[src/rtl/addr_tree_seq.sv]
// -----------------------------------------------------------------------------
// addr_tree_seq
//   Sequencer and accumulator for one adder-tree instance. Accepts a job of
//   num_vec vectors over a valid/ready stream, drives the tree stage enables
//   with the right pipeline alignment, sign-extends and accumulates each
//   registered tree result, and returns the sum over a valid/ready handshake.
//
// Ports:
//   CLK, RESET          clock and synchronous active-high reset
//   start, num_vec      job request (honoured only in IDLE) and vector count
//   in_valid, in_ready  upstream vector stream handshake
//   addr_en_m1, addr_en tree pre-final / final stage enables
//   tree_out            registered tree output (signed, PREC_OUT bits)
//   acc_out, ovf        accumulated sum and sticky wrap flag
//   res_valid, res_ready result handshake
//   busy                high whenever the sequencer is not idle
// -----------------------------------------------------------------------------
module addr_tree_seq #(
    parameter int PREC_OUT = 10,
    parameter int ACC_W    = 16,
    parameter int CNT_W    = 8,
    parameter int PIPE     = 1
) (
    input  logic                CLK,
    input  logic                RESET,
    input  logic                start,
    input  logic [CNT_W-1:0]    num_vec,
    input  logic                in_valid,
    output logic                in_ready,
    output logic                addr_en_m1,
    output logic                addr_en,
    input  logic [PREC_OUT-1:0] tree_out,
    output logic [ACC_W-1:0]    acc_out,
    output logic                ovf,
    output logic                res_valid,
    input  logic                res_ready,
    output logic                busy
);

    localparam logic [1:0] IDLE  = 2'd0;
    localparam logic [1:0] RUN   = 2'd1;
    localparam logic [1:0] DRAIN = 2'd2;
    localparam logic [1:0] DONE  = 2'd3;

    logic [1:0]       state_reg, state_next;
    logic [CNT_W-1:0] num_reg;
    logic [CNT_W-1:0] issue_cnt_reg;
    logic [CNT_W-1:0] cap_cnt_reg;
    logic [ACC_W-1:0] acc_reg;
    logic             ovf_reg;

    logic             acc_beat;
    logic             cap;
    logic             cap_ok;
    logic [CNT_W:0]   issue_inc;
    logic [CNT_W:0]   cap_inc;
    logic             issue_last;
    logic             cap_last;
    logic [ACC_W-1:0] tree_ext;
    logic [ACC_W-1:0] sum;
    logic             add_ovf;

    assign in_ready = (state_reg == RUN);
    assign acc_beat = in_valid && in_ready;

    // Enable delay line. The capture strobe lines up with the cycle in
    // which the tree's registered output holds the result of a beat.
    generate
        if (PIPE != 0) begin : g_pipe
            logic en_d1_reg;
            logic cap_d_reg;
            always_ff @(posedge CLK) begin
                if (RESET) begin
                    en_d1_reg <= 1'b0;
                    cap_d_reg <= 1'b0;
                end else begin
                    en_d1_reg <= acc_beat;
                    cap_d_reg <= en_d1_reg;
                end
            end
            assign addr_en_m1 = acc_beat;
            assign addr_en    = en_d1_reg;
            assign cap        = cap_d_reg;
        end else begin : g_flat
            logic cap_d_reg;
            always_ff @(posedge CLK) begin
                if (RESET) begin
                    cap_d_reg <= 1'b0;
                end else begin
                    cap_d_reg <= acc_beat;
                end
            end
            assign addr_en_m1 = 1'b0;
            assign addr_en    = acc_beat;
            assign cap        = cap_d_reg;
        end
    endgenerate

    assign cap_ok = cap && ((state_reg == RUN) || (state_reg == DRAIN));

    // Counters are compared one bit wider so a full-scale job count
    // (all ones) never aliases through a wrap.
    assign issue_inc  = {1'b0, issue_cnt_reg} + {{CNT_W{1'b0}}, 1'b1};
    assign cap_inc    = {1'b0, cap_cnt_reg} + {{CNT_W{1'b0}}, 1'b1};
    assign issue_last = (issue_inc == {1'b0, num_reg});
    assign cap_last   = (cap_inc == {1'b0, num_reg});

    // Sign extension of the tree result to the accumulator width.
    generate
        for (genvar gi = 0; gi < ACC_W; gi++) begin : g_ext
            if (gi < PREC_OUT) begin : g_bit
                assign tree_ext[gi] = tree_out[gi];
            end else begin : g_sign
                assign tree_ext[gi] = tree_out[PREC_OUT-1];
            end
        end
    endgenerate

    assign sum = acc_reg + tree_ext;
    // Signed overflow: both operands share a sign that the result lacks.
    assign add_ovf = (acc_reg[ACC_W-1] == tree_ext[ACC_W-1]) &&
                     (sum[ACC_W-1] != acc_reg[ACC_W-1]);

    always_comb begin
        state_next = state_reg;
        case (state_reg)
            IDLE:    if (start && (num_vec != '0)) state_next = RUN;
            RUN: begin
                if (cap_ok && cap_last)            state_next = DONE;
                else if (acc_beat && issue_last)   state_next = DRAIN;
            end
            DRAIN:   if (cap_ok && cap_last)       state_next = DONE;
            DONE:    if (res_ready)                state_next = IDLE;
            default:                               state_next = IDLE;
        endcase
    end

    always_ff @(posedge CLK) begin
        if (RESET) begin
            state_reg     <= IDLE;
            num_reg       <= '0;
            issue_cnt_reg <= '0;
            cap_cnt_reg   <= '0;
            acc_reg       <= '0;
            ovf_reg       <= 1'b0;
        end else begin
            state_reg <= state_next;
            if ((state_reg == IDLE) && start && (num_vec != '0)) begin
                num_reg       <= num_vec;
                issue_cnt_reg <= '0;
                cap_cnt_reg   <= '0;
                acc_reg       <= '0;
                ovf_reg       <= 1'b0;
            end
            if (acc_beat) begin
                issue_cnt_reg <= issue_inc[CNT_W-1:0];
            end
            if (cap_ok) begin
                acc_reg     <= sum;
                ovf_reg     <= ovf_reg | add_ovf;
                cap_cnt_reg <= cap_inc[CNT_W-1:0];
            end
        end
    end

    assign acc_out   = acc_reg;
    assign ovf       = ovf_reg;
    assign res_valid = (state_reg == DONE);
    assign busy      = (state_reg != IDLE);

endmodule

[config.mk]
export PLATFORM = sky130hd
export DESIGN_NAME = addr_tree_seq
export DESIGN_NICKNAME = d
export VERILOG_FILES = /design/src/rtl/addr_tree_seq.sv
export SDC_FILE = /design/constraint.sdc
export NUM_CORES = 1
export LEC_CHECK = 0
export CAP_MARGIN = 10
export CORE_ASPECT_RATIO = 1.1
export CORE_MARGIN = 2
export CORE_UTILIZATION = 30
export CTS_BUF_LIST = sky130_fd_sc_hd__clkbuf_16
export DETAILED_ROUTE_END_ITERATION = 10
export GPL_TIMING_DRIVEN = 0
export SLEW_MARGIN = 20
export SYNTH_ARGS = -nofsm -noshare
export SYNTH_HDL_FRONTEND = slang
export SYNTH_SLANG_ARGS = --single-unit
[constraint.sdc]
create_clock -name CLK -period 2.18 [get_ports CLK]
set_clock_uncertainty 0.05 [all_clocks]
set_input_delay 0.327 -clock CLK [delete_from_list [all_inputs] [get_ports CLK]]
set_output_delay 0.327 -clock CLK [all_outputs]
set_load 0.02 [all_outputs]
Word level (Yosys, flattened, before mapping). Cells that the tools add are included. Widths: inputs -> output; s select.

Bits in registers: 45.

Add/subtract/negate cells: 3. Equal/unequal tests: 11. Muxes and demuxes: 13. Bitwise gates (word level): 1. Reductions and logical operators: 15.

Operators with widths (number): $mux 16 (2); $mux 8 (3); $add 8x1->9 const B (2); $eq 9x8->1 (2); $add 16x16->16 (1); $mux 2 (5); $logic_and 1x1->1 (8); $pmux 2 s4 (1); $reduce_bool 8->1 (1); $reduce_bool 2->1 (3); $eq 2x2->1 const B (2); $ne 2x1->1 const B (2); $reduce_and 4->1 (1); $ne 3x1->1 const B (1); $eq 2x1->1 const B (1); $logic_not 2->1 (1); $mux 1 (2); $ne 2x2->1 const B (1); $eq 1x1->1 (1); $logic_or 1x1->1 (1); $ne 1x1->1 (1); $or 1x1->1 (1).

Longest topological paths before layout.
Word-level depth: 6. Mapped depth: 11. Gate-level depth less buffers: 9.

Worst setup path before layout. No wires, ideal clock.

Path type: register -> register. Start point: reg acc_reg[0], in the netlist acc_out[0]. End point: reg acc_reg[12], in the netlist acc_out[12]. Setup time: 129 ps. Arrival time: 1998 ps. Required time: 2001 ps. Path slack: 3 ps. Stages on the path, launching flop included: 10. Path buffers: 0. Period minus slack after synthesis: 2177 ps. Path through: dfxtp_1 -> ha_1 -> fa_1 -> a21o_1 -> a21oi_1 -> o21a_1 -> nor3_1 -> nor3_1 -> xor2_1 -> o21ai_0.

Cells in the longest elaborated chain, start to end: 2.

Ends and longest elaborated chain: start, declared (line 49) `logic [ACC_W-1:0] acc_reg;`; start signal, assigned (line 159) `acc_reg <= sum;`; $add 16x16->16 (line 119) `assign sum = acc_reg + tree_ext;`; $mux 16 (line 158) `if (cap_ok) begin`.

No other way between the ends. A chain may end at the register's enable or synchronous reset.

Worst setup path in the final report.
Start point: in num_vec[5]. End point: reg state_reg[0].

Cells in the longest elaborated chain, start to end: 4.

Ends and longest elaborated chain: start, declared (line 27) `input logic [CNT_W-1:0] num_vec,`; $reduce_bool 8->1 (line 127) `IDLE: if (start && (num_vec != '0)) state_next = RUN;`; $logic_and 1x1->1 (line 127); $ne 2x2->1 (no line); $reduce_and 4->1 (no line); end signal, assigned (line 147) `state_reg <= state_next;`; end, declared (line 45) `logic [1:0] state_reg, state_next;`.

No other way between the ends.

==> impl_results.md <==
- Post-Synthesis Mean Instance Area: roughly 7.8 sq um
- Setup repair after global routing missed its margin: yes
- GPL Wtd Cong: approximately 0.85
- Simple-gate area share of the yosys netlist: 0.255
- Die area: about 0.011 sq mm
- Master of the slowest instance on the critical path: or4_4
- Normalized max-slew margin: 0.514
- Largest register FFs: 16
- Worst endpoint data arrival time: around 2.3 ns
- Leading cell types by total area after synthesis: dfxtp_1 30%, ha_1 9.2%, a21oi_1 7.1%, xnor2_1 7.1%, nand2_1 6.7%
- Number of nets in the finished design: just under 500
- Kind of end point of the critical path: register
- # IOs: between 40 and 50
- Internal Dissipation: roughly 1.8 mW
- Result of the run: finished, final reports clean
- Critical-path maximum fanout: 4
- Wire per inst: about 14 um
- Syn Inst Count: ~380
- Standard-cell rows: 38
- Setup Total Neg Slack: 0 ns
- Area growth syn-to-layout: 32.8%
- Post-CTS clock slew at the launch and capture registers of the worst setup and hold paths: 0.06 ns
- DR vias: ~2900
- Most frequently used flop master after synthesis: dfxtp_1
- Core Box Area: between 0.009 and 0.01 sq mm
- Sw Share: 0.355
- Number of vias per cell after detailed routing: 5.19
- Die width: 99.0 um
- Complex-gate fraction of the synthesized area: 0.196
- EDFF count, synth: 0
- Die height: approximately 110 um
- Proportion of power drawn by combinational gates: 0.381
- Total overflow reported by the global router: 0
- Max incr delay on CP: 0.56 ns
- Cell Count, Final, Fillers Out: 559
- Number of max-cap violations: 0
- Number of failing hold endpoints at the final stage: 0
- Wire length on met2: approximately 3.6 mm
- Clock share of power: 0.265
- LEAKAGE: between 1 and 1.5 nW
- Skew-Pair Late Insertion Delay: between 0.2 and 0.3 ns
- Library cell used as clock root buffer: clkbuf_16
- Proportion of layout cells with a drive suffix above 1: 0.134
- TritonCTS Sinks: 45
- Count of unique library cells instantiated by Yosys: 55
- Count of synthesis-stage warnings from yosys: 0
- Post-DRT Antenna Nets: 0
- Final period util: 0.968
- Adder and majority gate portion of the synthesized area: 0.0991
- Area share of the leading cell type in the synthesized netlist: 0.302
- Net Switching: roughly 0.96 mW
- Final routed wirelength across all metal layers: between 7 and 8 mm
- Worst-margin pin slew: ~0.73 ns
- Initial cell density of the core: 0.306
- Number of buffer and inverter instances along the worst setup path: 1
- Startpoint types: input pin
- First-pass GRT wire length: approximately 13 mm
- Count leader, synth: nand2_1
- Pins Over Slew Limit: 0
- Crit path required time: around 2.3 ns
- Largest family of logic cells by synthesized area: simple AND/OR/NAND/NOR gates
- Initial DRC Count: around 130
- Worst path cell trace: clkdlybuf4s50_1 > or4_4 > o21ai_4 > a21oi_2 > nand3b_1 > nor2_1 > a221o_1 > nor3_2
- First-pass DRT Iterations: 4
- CTS tree: done
- Layout filler cell count: just under 1000
- Synth area leader: dfxtp_1
- Share of synthesized registers carrying an async set or reset: 0
- Cell family with the largest share of critical-path delay: simple AND/OR/NAND/NOR gates
- Multi-input gate area: roughly 0.0022 sq mm
- Proportion of synthesized area in mux cells: 0.0206
- P per Cell Area: between 600 and 700 mW/mm^2
- Quantity of hold-fixing buffers added after cts: 0
- Largest net degree at the start of global routing: 14
- Maximum resistive drop on vdd: a little under 0.0004 V
- Overall global routing resource usage: 0.144
- DRC violations left: 0
- Highest metal layer with signal wires: met4
- Max Freq: 474 MHz
- Sequential share of the synthesized area: 0.302
- Sequential cell fraction of total power: 0.354
- Synthesized Nets: 430
- Type of the worst setup path: input pin to register
- Layout Utilization: 0.406
- Number of storage elements in the synthesis netlist: 45
- Final Critical Period: between 2 and 2.5 ns
- Total instance count after detailed placement: about 550
- Number of setup violations in the final report: 0
- Clock Path Buffers: 2
- H-tree lvl count: 2
- Combined area of all synthesized cells: 0.00298 sq mm
- Post-synthesis xor/xnor area fraction: 0.0970
- Area of all sequential standard cells: 910 sq um
- Total power: 2.71 mW
- M1 wire length: between 3 and 4 mm
- Type of the tightest min-delay check: register to register
- Via count of the first global-routing pass: 2628
- Number of antenna violations at the first check in global routing: 0
- Most frequent cells after synthesis: 53 x nand2_1, 45 x dfxtp_1, 42 x a21oi_1
- Met3 wire len: about 370 um
- Port-buffer cells: 44
- Final HPWL from detailed placement: ~5.5 mm
- Ant. Diodes: 0
- Total CTS buffers: 5
[metrics by stage]
stage               area (sq um)  worst slack, ns  hold WS [ns]
floorplan                   2980          0.00271         0.413
global placement            3570           -0.629         0.414
detailed placement          3570           -0.648         0.424
CTS                         3770          -0.0292         0.432
global route                3960          -0.0889         0.461
finish                      3960           0.0688         0.427
[worst min-delay path, cell delays in order, from the launching register on]
cell	delay, ns
dfxtp_1	0.32
nand2_1	0.06
o21ai_1	0.05
[cell type report]
class                      count  area share
clock buffer                   5      0.0316
sequential                    45       0.230
inverter                       8     0.00759
buffer                        13      0.0187
tap                          120      0.0380
timing repair buffer          49       0.122
multi-input combinational    317       0.550
clock inverter                 2     0.00285
[placed cells by master (no fill, tap or decap), drive strengths merged, types with 5 or more instances in the layout]
| cell | count |
|---|---|
| dfxtp | 45 |
| nand3 | 18 |
| xnor2 | 24 |
| nor4 | 5 |
| nor2 | 37 |
| clkdlybuf4s50 | 38 |
| a21oi | 43 |
| inv | 8 |
| clkbuf | 16 |
| xor2 | 9 |
| ha | 22 |
| buf | 8 |
| o21ai | 31 |
| mux2i | 5 |
| nand2b | 6 |
| nor2b | 5 |
| nor3 | 10 |
| nand2 | 54 |
[cells by family after synthesis]
| logic type | after synthesis |
|---|---|
| adders and majority gates | 23 |
| muxes | 6 |
| and+or+nand+nor | 156 |
| buffers and inverters | 23 |
| xor gates and xnor gates | 33 |
| DFF | 45 |
| AOI/OAI and AO/OA | 98 |
[routing by layer]
| metal | vias up | GRT usage |
|---|---|---|
| met2 | 69 | 0.233 |
| met3 | 8 | 0.0259 |
| met1 | 1358 | 0.196 |
| met4 | 0 | 0.0450 |
| met5 | - | 0 |
| li1 | 1467 | - |
[power groups by stage]
| stage | clock network (mW) | logic, mW | registers, mW |
|---|---|---|---|
| after floorplan | 0 | 0.611 | 0.956 |
| after global placement | 0 | 0.884 | 0.966 |
| after detailed placement | 0 | 0.893 | 0.968 |
| after CTS | 0.744 | 0.924 | 0.950 |
| after global routing | 0.780 | 1.14 | 0.974 |
| final | 0.719 | 1.03 | 0.961 |
[what timing repair did]
action	in CTS	in global routing
pin swaps	10	16
setup buffers	1	4
setup endpoints to repair	19	32
resized for setup	22	42
gates cloned	1	0
[path summary, 6_finish.rpt]
kind | slack, ns | from | cells after the start | to
setup / recovery | 0.07 | num_vec[5] | 8 | state_reg[0]
hold / removal | 0.43 | acc_out[8] | 2 | acc_out[8]
setup reg to reg | 0.07 | acc_out[0] | 9 | acc_out[8]
hold reg to reg | 0.43 | acc_out[8] | 2 | acc_out[8]
No activity file was read; power rests on OpenSTA's default activity.
